--- src/rtl/pipe_reg_skid_if.sv ---
// Valid/ready handshake bundle for pipe_reg_skid: upstream (in_*) and downstream (out_*) sides.
interface pipe_reg_skid_if #(
  parameter int unsigned WIDTH = 32
);
  logic             in_valid;
  logic             in_ready;
  logic [WIDTH-1:0] in_data;
  logic             out_valid;
  logic             out_ready;
  logic [WIDTH-1:0] out_data;

  modport master (
    output in_valid, in_data, out_ready,
    input  in_ready, out_valid, out_data
  );

  modport slave (
    input  in_valid, in_data, out_ready,
    output in_ready, out_valid, out_data
  );
endinterface

--- src/rtl/pipe_reg_skid.sv ---
// Pipeline register stage with 2-entry skid buffer, registered in_ready and synchronous flush.
// Optional back-pressure counter enabled by defining PIPE_REG_SKID_STALL_CNT_EN.
module pipe_reg_skid #(
  parameter int unsigned      WIDTH     = 32,
  parameter logic [WIDTH-1:0] RESET_VAL = '0
) (
  input  logic                 clk,
  input  logic                 rst,
  input  logic                 flush,
  pipe_reg_skid_if.slave       bus,
  output logic [1:0]           occupancy,
  output logic [31:0]          stall_cnt
);

  typedef enum logic [1:0] {
    S_EMPTY = 2'd0,
    S_ONE   = 2'd1,
    S_FULL  = 2'd2
  } state_t;

  state_t           state_q, state_d;
  logic [WIDTH-1:0] main_q, main_d;
  logic [WIDTH-1:0] skid_q, skid_d;
  logic             in_ready_q, in_ready_d;
  logic             out_valid_q, out_valid_d;
  logic [1:0]       occ_q, occ_d;
  logic             in_fire, out_fire;

  assign in_fire  = bus.in_valid & in_ready_q;
  assign out_fire = out_valid_q & bus.out_ready;

  always_comb begin
    state_d = state_q;
    main_d  = main_q;
    skid_d  = skid_q;
    if (flush) begin
      state_d = S_EMPTY;
      main_d  = RESET_VAL;
      skid_d  = RESET_VAL;
    end else begin
      case (state_q)
        S_EMPTY: begin
          if (in_fire) begin
            state_d = S_ONE;
            main_d  = bus.in_data;
          end
        end
        S_ONE: begin
          if (in_fire && out_fire) begin
            main_d = bus.in_data;
          end else if (in_fire) begin
            state_d = S_FULL;
            skid_d  = bus.in_data;
          end else if (out_fire) begin
            state_d = S_EMPTY;
          end
        end
        S_FULL: begin
          // in_ready is low here, so only the drain path exists
          if (out_fire) begin
            state_d = S_ONE;
            main_d  = skid_q;
          end
        end
        default: state_d = S_EMPTY;
      endcase
    end

    in_ready_d  = (state_d != S_FULL);
    out_valid_d = (state_d != S_EMPTY);
    case (state_d)
      S_ONE:   occ_d = 2'd1;
      S_FULL:  occ_d = 2'd2;
      default: occ_d = 2'd0;
    endcase
  end

  always_ff @(posedge clk or negedge rst) begin
    if (!rst) begin
      state_q     <= S_EMPTY;
      main_q      <= RESET_VAL;
      skid_q      <= RESET_VAL;
      in_ready_q  <= 1'b1;
      out_valid_q <= 1'b0;
      occ_q       <= 2'd0;
    end else begin
      state_q     <= state_d;
      main_q      <= main_d;
      skid_q      <= skid_d;
      in_ready_q  <= in_ready_d;
      out_valid_q <= out_valid_d;
      occ_q       <= occ_d;
    end
  end

  assign bus.in_ready  = in_ready_q;
  assign bus.out_valid = out_valid_q;
  assign bus.out_data  = main_q;
  assign occupancy     = occ_q;

`ifdef PIPE_REG_SKID_STALL_CNT_EN
  logic [31:0] stall_q;

  // Saturating; flush deliberately leaves it untouched
  always_ff @(posedge clk or negedge rst) begin
    if (!rst) begin
      stall_q <= '0;
    end else if (bus.in_valid && !in_ready_q && (stall_q != '1)) begin
      stall_q <= stall_q + 32'd1;
    end
  end

  assign stall_cnt = stall_q;
`else
  assign stall_cnt = '0;
`endif

endmodule
--- src/flat_wrapper.sv ---
// flat-port wrapper written by rule: the top's interface ports become plain ports
module pipe_reg_skid_flat 
#(
  parameter int unsigned      WIDTH     = 32,
  parameter logic [WIDTH-1:0] RESET_VAL = '0
)
  (clk, rst, flush, occupancy, stall_cnt, bus_in_valid, bus_in_data, bus_out_ready, bus_in_ready, bus_out_valid, bus_out_data);
  pipe_reg_skid_if #(.WIDTH(WIDTH)) bus_i ();
  input  logic clk;
  input  logic rst;
  input  logic flush;
  output logic [1:0] occupancy;
  output logic [31:0] stall_cnt;
  input wire logic [$bits(bus_i.in_valid)-1:0] bus_in_valid;
  input wire logic [$bits(bus_i.in_data)-1:0] bus_in_data;
  input wire logic [$bits(bus_i.out_ready)-1:0] bus_out_ready;
  output wire logic [$bits(bus_i.in_ready)-1:0] bus_in_ready;
  output wire logic [$bits(bus_i.out_valid)-1:0] bus_out_valid;
  output wire logic [$bits(bus_i.out_data)-1:0] bus_out_data;
  assign bus_i.in_valid = bus_in_valid;
  assign bus_i.in_data = bus_in_data;
  assign bus_i.out_ready = bus_out_ready;
  assign bus_in_ready = bus_i.in_ready;
  assign bus_out_valid = bus_i.out_valid;
  assign bus_out_data = bus_i.out_data;
  pipe_reg_skid #(.WIDTH(WIDTH), .RESET_VAL(RESET_VAL)) u_core (.clk(clk), .rst(rst), .flush(flush), .bus(bus_i), .occupancy(occupancy), .stall_cnt(stall_cnt));
endmodule
--- config.mk ---
export PLATFORM = sky130hd
export DESIGN_NAME = pipe_reg_skid_flat
export DESIGN_NICKNAME = d
export VERILOG_FILES = /design/src/rtl/pipe_reg_skid_if.sv /design/src/rtl/pipe_reg_skid.sv /design/src/flat_wrapper.sv
export SDC_FILE = /design/constraint.sdc
export NUM_CORES = 1
export LEC_CHECK = 0
export BUFFER_PORTS_ARGS = -buffer_cell sky130_fd_sc_hd__buf_2
export CAP_MARGIN = 20
export CORE_MARGIN = 2
export CORE_UTILIZATION = 41
export DETAILED_ROUTE_END_ITERATION = 8
export GPL_ROUTABILITY_DRIVEN = 0
export PLACE_DENSITY = 0.63
export SYNTH_ARGS = -nofsm -noshare
export SYNTH_HDL_FRONTEND = slang
export SYNTH_SLANG_ARGS = --single-unit
--- constraint.sdc ---
create_clock -name clk -period 2.5 [get_ports clk]
set_clock_uncertainty 0.2 [all_clocks]
set_input_delay 0.5 -clock clk [delete_from_list [all_inputs] [get_ports clk]]
set_output_delay 0.5 -clock clk [all_outputs]
set_load 0.03 [all_outputs]
==> impl_metrics.ini <==
[flow_run]
drv_cap = 0

[critical_path]
r2r-end = u_core.bus.out_data[0]$_DFFE_PN0P_
cp.required_ps = 2550
crit_path_end_kind = register
ff2ff_setup_slack_ps = 440
r2r_cells = 5
cp.arrival_ps = 2100
r2r-start = u_core.state_q[1]$_DFF_PN0_
cp_max_fo = 15
crit_path_start_kind = register
path_class = register to register

[clocking]
path_clk_slew_ps = 70
cts_buffers = 9
ctsResizeCount = 0
cts_tree = done
cts_setup_buffers = 0
cts_sinks = 70
htreeDepth = 3
cts_hold_buf = 0
cts_max_path_buffers = 2
ctsRootBufferMaster = clkbuf_8
worstSkewPairLatency_ps = 340

[logic_synthesis]
synth-async-reset-ratio = 1.00
ys_ff_latch = 70
syn_area_sq_mm = 0.00356
synthTopCellsByCount = nand2_1 (132), dfrtp_1 (69), a21oi_1 (34), nor3_1 (33), buf_4 (32)
synth_area_leaders = dfrtp_1 (49%), nand2_1 (14%), a311oi_2 (13%)
synth_largest_area_cell = dfrtp_1
ys_warn_count = 0
syn_avg_cell_area_sq_um = 9.29
synth_cell_types = 23
dominantRegCellSynth = dfrtp_1
synth_seq_area_share = 0.493
syn-instance-count = 383
yosysMostFrequentCell = nand2_1
synth-edff-count = 0
synth_top_area_share = 0.485

[final_layout]
diodes = 0
register_area_sq_mm = 0.00175
drive_above_1_share = 0.295
fin_area_sq_mm = 0.00408
nets = 479
fin_util = 0.492
syn_to_final_growth_pct = 14.7
multi_input_area_sq_mm = 0.00151
num-fill-cells = 796

[detailed_routing]
firstDrtPassIters = 4
dr.first_iter.drc_count = 107
drtAntennaViolNets = 0
wl_per_cell_microns = 14.0
drt_wl_total_microns = 7710
num_vias = 2683
drc = 0
vias_per_cell = 4.86

[floorplan]
pin_count = 105
die_h_microns = 97.1
die_w_microns = 97.1
die_area_sq_mm = 0.00944
core_sq_mm = 0.00830
initial_core_util = 0.429
num_rows = 33

[sta]
setup_viol = 0
max-slew-margin-rel = 0.423
timing_hold_violations_final = 0
fin_tns_setup_ps = 0
worst_pin_slew_ps = 866
post-route-min-period_ps = 2060
setup_ws_ps = 444
max_freq_mhz = 486
slew_violations = 0
period_share = 0.822
rsz0062_at_grt = no

[global_routing]
track_usage = 0.166
antenna_found_initial = 0
grt_pass1_vias = 2619
grt_max_degree = 71
globalRouteOverflowTotal = 0
grt_pass1_wl_microns = 12700

[worst_hold_path]
hp-class = input pin to async pin

[placement]
postPlaceCellArea_sq_mm = 0.00388
pre_cts_ws_ps = 285
numPortBuffers = 72
dp_hpwl_microns = 5040

[outcome]
status = finished clean

[pwr]
powerDensity_mw_per_mm2 = 724
power_mw = 2.95
cellLeakagePower_nw = 1.91
peakVddDrop_uv = 322
layout make-up:
type                            count  share of cell area
Clock inverter                      3              0.0104
Timing Repair Buffer               84               0.117
Multi-Input combinational cell    275               0.370
Clock buffer                       13              0.0389
Tap cell                          105              0.0322
Sequential cell                    70               0.430
Inverter                            2             0.00184
critical path, cell delays in order, from the launching register on:
cell      delay (ps)
dfrtp_1          430
and3b_1          240
o21ba_1          200
or2_2            410
buf_4            270
a311oi_2         210
logic make-up after synthesis:
family	synth area share
buf+inv	0.118
other cells	0.00105
simple gates	0.199
flops	0.493
compound gates	0.190
per-stage QoR:
step,hold slack [ps],instances
detailed placement,316,536
CTS,114,552
global route,149,552
finish,83.1,552
floorplan,4.41,414
global placement,310,536
worst max path at each step:
stage                                  startpoint                                  end  slack (ps)  cells past startpoint
detailed placement                   bus_in_valid   u_core.bus.out_data[2]$_DFFE_PN0P_         280                      6
global route          u_core.state_q[1]$_DFF_PN0_   u_core.bus.out_data[2]$_DFFE_PN0P_         340                      5
finish                u_core.state_q[1]$_DFF_PN0_   u_core.bus.out_data[0]$_DFFE_PN0P_         440                      5
global placement                     bus_in_valid  u_core.bus.out_data[26]$_DFFE_PN0P_         320                      6
floorplan           u_core.bus.in_ready$_DFF_PN1_   u_core.bus.out_data[0]$_DFFE_PN0P_         470                      5
CTS                   u_core.state_q[1]$_DFF_PN0_   u_core.bus.out_data[2]$_DFFE_PN0P_         440                      5
state kept, by name (all words and copies together) (netlist names):
signal,count
u_core.bus.in_ready,1
u_core.bus.out_data,32
u_core.state_q,2
u_core.occupancy,2
u_core.bus.out_valid,1
u_core.skid_q,32
where the power goes:
group          total [mW]  internal (mW)  switching [mW]
Combinational       0.747          0.231           0.516
Clock               0.917          0.515           0.403
Sequential           1.29           1.23          0.0577
Total                2.95           1.98           0.977
placed cells by master, fill, tap and decap left out:
cell type / instances
clkbuf_1: 2
clkinv_2: 1
a311oi_2: 30
buf_4: 11
dfrtp_1: 69
or2_2: 1
and3b_1: 1
conb_1: 32
a21oi_1: 34
nor2b_2: 1
a221o_1: 1
o21ba_1: 1
buf_12: 2
clkbuf_8: 11
clkinvlp_4: 1
dfstp_2: 1
and3_1: 1
inv_1: 2
nand2_1: 132
nor3_1: 32
bufinv_16: 1
nand3_1: 1
a21o_1: 1
a311oi_1: 3
nand2b_1: 1
buf_2: 71
nor2_1: 2
nor3_2: 1
metal layers:
| layer | wire, microns | share of wire | vias to the layer above | GRT usage |
|---|---|---|---|---|
| met1 | 3400 | 0.44 | 1250 | 0.204 |
| met4 | 106 | 0.014 | 0 | 0.0553 |
| met2 | 3770 | 0.49 | 73 | 0.284 |
| met5 | 0 | 0 | - | 0 |
| li1 | - | - | 1352 | - |
| met3 | 435 | 0.056 | 8 | 0.0453 |
(Power assumes the default switching activity.)
